===== config.mk =====
export PLATFORM = sky130hd
export DESIGN_NAME = al_accel_quant_requant
export DESIGN_NICKNAME = d
export VERILOG_FILES = /design/src/rtl/al_accel_quant_pkg.sv /design/src/rtl/al_accel_quant_round_sat.sv /design/src/rtl/al_accel_quant_requant.sv
export SDC_FILE = /design/constraint.sdc
export NUM_CORES = 2
export LEC_CHECK = 0
export ABC_CLOCK_PERIOD_IN_PS = 13400
export BUFFER_PORTS_ARGS = -buffer_cell sky130_fd_sc_hd__buf_2
export CAP_MARGIN = 10
export CORE_MARGIN = 2
export CORE_UTILIZATION = 50
export DETAILED_ROUTE_END_ITERATION = 6
export PLACE_DENSITY = 0.66
export SLEW_MARGIN = 20
export SYNTH_ARGS = -nofsm -noshare
export SYNTH_HDL_FRONTEND = slang
export SYNTH_SLANG_ARGS = --single-unit

===== constraint.sdc =====
create_clock -name clk -period 13.4 [get_ports clk]
set_clock_uncertainty 0.15 [all_clocks]
set_input_delay 2.01 -clock clk [delete_from_list [all_inputs] [get_ports clk]]
set_output_delay 2.01 -clock clk [all_outputs]
set_load 0.05 [all_outputs]

===== src/rtl/al_accel_quant_pkg.sv =====
`default_nettype none
// ============================================================================
// Module  : al_accel_quant_pkg
// Brief   : Shared widths, int8 limits and FSM states for the requantizer.
// Revision: 1.0
// ============================================================================
package al_accel_quant_pkg;

    localparam int ACC_W   = 32;
    localparam int MUL_W   = 32;
    localparam int PROD_W  = 64;
    localparam int OUT_W   = 8;
    localparam int NIBBLES = 8;

    localparam logic signed [OUT_W-1:0] INT8_MIN = 8'sh80;
    localparam logic signed [OUT_W-1:0] INT8_MAX = 8'sh7F;

    typedef enum logic [1:0] {
        IDLE = 2'd0,
        MUL  = 2'd1,
        RND  = 2'd2,
        OUT  = 2'd3
    } state_t;

endpackage : al_accel_quant_pkg
`default_nettype wire


===== src/rtl/al_accel_quant_round_sat.sv =====
`default_nettype none
// ============================================================================
// Module  : al_accel_quant_round_sat
// Brief   : Rounding right-shift, sign restore, zero-point add and int8
//           saturation of the unsigned product. Optional relu clamp is built
//           only with AL_ACCEL_QUANT_RELU_EN.
// Revision: 1.0
// ============================================================================
module al_accel_quant_round_sat
    import al_accel_quant_pkg::*;
(
    input  logic [PROD_W-1:0] prod,
    input  logic [5:0]        shift,
    input  logic              sign,
    input  logic [OUT_W-1:0]  zp,
`ifdef AL_ACCEL_QUANT_RELU_EN
    input  logic              relu,
`endif
    output logic [OUT_W-1:0]  result
);

    logic [PROD_W:0]         w_round;
    logic [PROD_W:0]         w_shifted;
    logic [8:0]              w_sc;
    logic signed [10:0]      w_mag_s;
    logic signed [10:0]      w_zp_s;
    logic signed [10:0]      w_v;
    logic [OUT_W-1:0]        w_clamp;

    // Rounding on the magnitude gives half-away-from-zero on the signed value.
    assign w_round   = (shift == 6'd0) ? '0 : ((PROD_W+1)'(1) << (shift - 6'd1));
    assign w_shifted = ({1'b0, prod} + w_round) >> shift;
    assign w_sc      = (w_shifted > (PROD_W+1)'(256)) ? 9'd256 : w_shifted[8:0];

    assign w_mag_s = $signed({2'b00, w_sc});
    assign w_zp_s  = $signed({{3{zp[7]}}, zp});
    assign w_v     = sign ? (w_zp_s - w_mag_s) : (w_zp_s + w_mag_s);

    always_comb begin
        w_clamp = w_v[OUT_W-1:0];
        if (w_v < -11'sd128) begin
            w_clamp = INT8_MIN;
        end else if (w_v > 11'sd127) begin
            w_clamp = INT8_MAX;
        end
    end

`ifdef AL_ACCEL_QUANT_RELU_EN
    assign result = (relu && ($signed(w_clamp) < $signed(zp))) ? zp : w_clamp;
`else
    assign result = w_clamp;
`endif

endmodule : al_accel_quant_round_sat
`default_nettype wire


===== src/rtl/al_accel_quant_requant.sv =====
`default_nettype none
// ============================================================================
// Module  : al_accel_quant_requant
// Brief   : Nibble-serial int32 -> int8 requantizer with valid/ready on both
//           sides. Optional relu port enabled by AL_ACCEL_QUANT_RELU_EN.
// Revision: 1.0
// ============================================================================
module al_accel_quant_requant
    import al_accel_quant_pkg::*;
(
    input  logic               clk,
    input  logic               resetn,
    input  logic               in_valid,
    output logic               in_ready,
    input  logic [ACC_W-1:0]   in_acc,
    input  logic [MUL_W-1:0]   quant_muler,
    input  logic [5:0]         quant_shift,
    input  logic [OUT_W-1:0]   quant_zp,
`ifdef AL_ACCEL_QUANT_RELU_EN
    input  logic               relu,
`endif
    output logic               out_valid,
    input  logic               out_ready,
    output logic [OUT_W-1:0]   out_data
);

    state_t              r_state;
    state_t              w_state_nxt;
    logic                r_sign;
    logic [ACC_W-1:0]    r_mag;
    logic [MUL_W-1:0]    r_muler;
    logic [5:0]          r_shift;
    logic [OUT_W-1:0]    r_zp;
`ifdef AL_ACCEL_QUANT_RELU_EN
    logic                r_relu;
`endif
    logic [PROD_W-1:0]   r_prod;
    logic [2:0]          r_cnt;
    logic                r_out_valid;
    logic [OUT_W-1:0]    r_out_data;

    logic                w_accept;
    logic [ACC_W-1:0]    w_abs;
    logic [3:0]          w_nib;
    logic [OUT_W-1:0]    w_rs_result;
    logic [PROD_W-1:0]   w_m1;
    logic [PROD_W-1:0]   w_m2;
    logic [PROD_W-1:0]   w_m4;
    logic [PROD_W-1:0]   w_m8;
    logic [PROD_W-1:0]   w_table [16];

    assign in_ready  = (r_state == IDLE);
    assign w_accept  = in_ready && in_valid;
    assign out_valid = r_out_valid;
    assign out_data  = r_out_data;

    // Two's-complement negate maps 0x8000_0000 to itself, i.e. 2^31 unsigned.
    assign w_abs = in_acc[ACC_W-1] ? (~in_acc + 32'd1) : in_acc;
    assign w_nib = r_mag[{r_cnt, 2'b00} +: 4];

    assign w_m1 = {32'd0, r_muler};
    assign w_m2 = w_m1 << 1;
    assign w_m4 = w_m1 << 2;
    assign w_m8 = w_m1 << 3;

    for (genvar k = 0; k < 16; k++) begin : g_table
        localparam logic [3:0] c_k = 4'(k);
        assign w_table[k] = (c_k[0] ? w_m1 : '0) + (c_k[1] ? w_m2 : '0)
                          + (c_k[2] ? w_m4 : '0) + (c_k[3] ? w_m8 : '0);
    end

    always_ff @(posedge clk or negedge resetn) begin
        if (!resetn) begin
            r_state <= IDLE;
        end else begin
            r_state <= w_state_nxt;
        end
    end

    always_comb begin
        w_state_nxt = r_state;
        case (r_state)
            IDLE:    if (in_valid)       w_state_nxt = MUL;
            MUL:     if (r_cnt == 3'd0)  w_state_nxt = RND;
            RND:                         w_state_nxt = OUT;
            OUT:     if (out_ready)      w_state_nxt = IDLE;
            default:                     w_state_nxt = IDLE;
        endcase
    end

    always_ff @(posedge clk or negedge resetn) begin
        if (!resetn) begin
            r_sign      <= 1'b0;
            r_mag       <= '0;
            r_muler     <= '0;
            r_shift     <= '0;
            r_zp        <= '0;
`ifdef AL_ACCEL_QUANT_RELU_EN
            r_relu      <= 1'b0;
`endif
            r_prod      <= '0;
            r_cnt       <= '0;
            r_out_valid <= 1'b0;
            r_out_data  <= '0;
        end else begin
            if (w_accept) begin
                r_sign  <= in_acc[ACC_W-1];
                r_mag   <= w_abs;
                r_muler <= quant_muler;
                r_shift <= quant_shift;
                r_zp    <= quant_zp;
`ifdef AL_ACCEL_QUANT_RELU_EN
                r_relu  <= relu;
`endif
                r_prod  <= '0;
                r_cnt   <= 3'(NIBBLES - 1);
            end
            // MSB nibble first, so the accumulated product is shifted up each step.
            if (r_state == MUL) begin
                r_prod <= (r_prod << 4) + w_table[w_nib];
                r_cnt  <= r_cnt - 3'd1;
            end
            if (r_state == RND) begin
                r_out_data  <= w_rs_result;
                r_out_valid <= 1'b1;
            end else if ((r_state == OUT) && out_ready) begin
                r_out_valid <= 1'b0;
            end
        end
    end

    al_accel_quant_round_sat u_round_sat (
        .prod   (r_prod),
        .shift  (r_shift),
        .sign   (r_sign),
        .zp     (r_zp),
`ifdef AL_ACCEL_QUANT_RELU_EN
        .relu   (r_relu),
`endif
        .result (w_rs_result)
    );

endmodule : al_accel_quant_requant
`default_nettype wire


==> run_results.csv <==
group,metric,value,unit
critical_path,critPathRequiredTime,13.59,ns
logic_synthesis,synthCells,4931,
global_routing,grt_use_total,0.414,
critical_path,cp_top_family,"compound AO/OA/AOI/OAI gates",
global_routing,grt_max_degree,205,
clock_tree,cts-root-buf,"clkbuf_16",
logic_synthesis,ys_async_sr_fraction,1.00,
logic_synthesis,synth_top_family_by_area,"compound AO/OA/AOI/OAI gates",
sta,finalSetupTns,0,ns
routing,drtIter0Drc,5007,
critical_path,cp_data_arrival_time,11.79,ns
critical_path,worst_setup_path_start_kind,"flop",
place,io_buffers,91,
floorplan,start_util,0.504,
floorplan,die_area,0.0712,mm2
logic_synthesis,ys_seq_area_frac,0.114,
floorplan,num_rows,96,
min_path,hold_path_class,"flop to flop",
sta,max_freq,0.0862,GHz
global_routing,grt_pass1_wl,228,mm
floorplan,die_w,267,um
routing,routed_via_density,6.95,
critical_path,crit_fanout,22,
logic_synthesis,synthSimpleGateAreaFrac,0.254,
sta,period_needed,11.60,ns
logic_synthesis,ys_types,113,
routing,post-route-drc-count,0,
job,max_cap_violations,0,
critical_path,max_stage_delay,0.87,ns
critical_path,cp_slowest_cell,"a211oi_1",
routing,vias,39919,
clock_tree,postCtsResizedCells,0,
final_layout,syn2layout_area_growth,5.29,%
sta,rsz0062_at_grt,"false",
final_layout,drive_gt1_frac,0.0751,
routing,wl_met1,60.7,mm
routing,wl_met3,13.5,mm
routing,first_pass_iters,6,
critical_path,endpoint_kind,"flop",
logic_synthesis,synth_compound_area_frac,0.327,
critical_path,critPathBufInv,2,
sta,worstMarginPinSlew,1.18,ns
global_routing,grt_pass1_vias,36995,
clock_tree,cts_buffer_depth,2,
sta,hold_violations,0,
routing,highest_layer,"met5",
run_status,status,"completed",
global_routing,antenna_found_initial,6,
logic_synthesis,netlist_area,0.0345,mm2
logic_synthesis,synthAdderAreaFrac,0.126,
clock_tree,clock_latency,0.48,ns
clock_tree,clock_sinks,157,
logic_synthesis,synthMuxAreaShare,0.0533,
global_routing,grt_overflow_total,0,
critical_path,cpMostUsedCell,"a21oi_1",
floorplan,die_h,267,um
logic_synthesis,syn_avg_cell_area,7.00,um2
floorplan,core_area,0.0685,mm2
clock_tree,cts_setup_buffers,0,
sta,hold_slack,0.328,ns
logic_synthesis,yosys_warnings,0,
floorplan,io_pins,92,
place,place.gp.congestion,1.08,
clock_tree,cts_tree,"yes",
clock_tree,ctsHoldBuffers,0,
sta,drv_slew,0,
logic_synthesis,synth_edf_count,0,
clock_tree,clk_pin_slew,0.07,ns
place,dpl.hpwl,117,mm
routing,wl_per_cell,26.2,um
clock_tree,htree_levels,4,
critical_path,crit_type,"flop to flop",
routing,wl,151,mm
final_layout,nets,5270,
clock_tree,cts_made_buffers,17,
sta,setup_viol,0,
routing,ant_nets,0,
routing,dr_wl_met2,66.2,mm
logic_synthesis,synth_ff_type,"dfrtp_1",
logic_synthesis,synth_nets,5356,
logic_synthesis,synthXorXnorAreaFrac,0.0803,
logic_synthesis,ys_ff_latch,157,
sta,fin_crit_sh,0.866,
sta,max-slew-margin-rel,0.213,
==> tightest hold or removal path: stages (launching register included) <==
cell and delay, ns:
dfrtp_1 0.34, nand2_1 0.04, o21ai_0 0.06
==> stage by stage <==
step,setup WS (ns),utilization,cells,cell area [um2]
after CTS,2.13,0.531,5740,36400
after floorplan,3.01,-,4931,34500
after global routing,1.31,0.531,5740,36400
final,1.80,0.531,5744,36400
after detailed placement,2.20,0.522,5708,35700
after global placement,2.13,0.522,5708,35700
==> Yosys cell counts (32+ instances only) <==
| master | count | area share |
|---|---|---|
| mux2i_1 | 61 | 0.018 |
| inv_1 | 128 | 0.014 |
| o211ai_1 | 78 | 0.017 |
| nor3_1 | 162 | 0.023 |
| o22ai_1 | 38 | 0.0069 |
| nand2b_1 | 48 | 0.0087 |
| o21ai_0 | 321 | 0.047 |
| xor2_1 | 131 | 0.033 |
| nand3_1 | 169 | 0.024 |
| nand4_1 | 69 | 0.012 |
| mux4_2 | 39 | 0.025 |
| ha_1 | 333 | 0.12 |
| a31oi_1 | 76 | 0.014 |
| a211oi_1 | 115 | 0.025 |
| o21bai_1 | 47 | 0.010 |
| a21oi_1 | 411 | 0.060 |
| or3_1 | 59 | 0.011 |
| nor2b_1 | 46 | 0.0083 |
| a21o_1 | 112 | 0.024 |
| buf_1 | 58 | 0.0063 |
| dfrtp_1 | 157 | 0.11 |
| and3_1 | 57 | 0.010 |
| a311oi_1 | 32 | 0.0081 |
| nand2_1 | 738 | 0.080 |
| o31ai_1 | 32 | 0.0070 |
| o21a_1 | 51 | 0.011 |
| nor2_1 | 406 | 0.044 |
| xnor2_1 | 182 | 0.046 |
| clkbuf_1 | 194 | 0.021 |
| and2_1 | 33 | 0.0060 |
==> final cells by class <==
type	count	area, um2
Inverter	132	495
Multi-Input combinational cell	4366	29100
Fill cell	6883	32100
Sequential cell	157	3930
Antenna cell	4	10.0
Tap cell	882	1100
Clock inverter	13	171
Clock buffer	19	443
Timing Repair Buffer	171	1090
==> layer usage <==
layer | global-route usage | vias to the layer above
li1 | - | 18350
met1 | 0.537 | 18994
met2 | 0.650 | 2104
met3 | 0.0641 | 467
met4 | 0.242 | 4
met5 | 0 | -
==> flip-flops by register name, indices dropped and copies added (netlist names) <==
signal and cells:
r_cnt 3, r_zp 8, r_mag 32, r_state 2
r_sign 1, r_shift 6, out_valid 1, r_prod 64
r_muler 32, out_data 8
==> cells in the final DEF (no fill, tap or decap), types with 57 or more instances in the layout <==
master	n
nand2_1	737
a21oi_1	411
nor2_1	405
ha_1	332
o21ai_0	321
xnor2_1	182
nand3_1	169
nor3_1	162
dfrtp_1	153
xor2_1	131
inv_1	127
a211oi_1	115
a21o_1	112
buf_2	90
o211ai_1	78
buf_4	78
a31oi_1	76
nand4_1	69
or3_1	59
and3_1	57
mux2i_1	57
==> final timing paths <==
kind                             from          end  slack, ns  depth (start not counted)
setup / recovery           r_shift[0]  out_data[1]       1.80                         38
hold / removal              r_mag[12]    r_mag[12]       0.33                          2
setup reg to reg           r_shift[0]  out_data[1]       1.80                         38
hold reg to reg             r_mag[12]    r_mag[12]       0.33                          2
max in group asynchronous      resetn   r_shift[3]      10.45                          2
min in group asynchronous      resetn   r_prod[40]       1.31                          1
==> logic make-up (layout without fill, tap and decap cells) <==
| group | Yosys count | count (layout) |
|---|---|---|
| simple gates | 1903 | 1903 |
| compound gates | 1674 | 1674 |
| buf+inv | 408 | 335 |
| fa+ha+maj | 343 | 343 |
| xor+xnor | 315 | 315 |
| flops | 157 | 157 |
| mux | 130 | 130 |
| other cells | 1 | 5 |
Power is left out: the tool's default activity adds up to more than one toggle a clock period on the data nets, which glitch-free logic cannot reach.
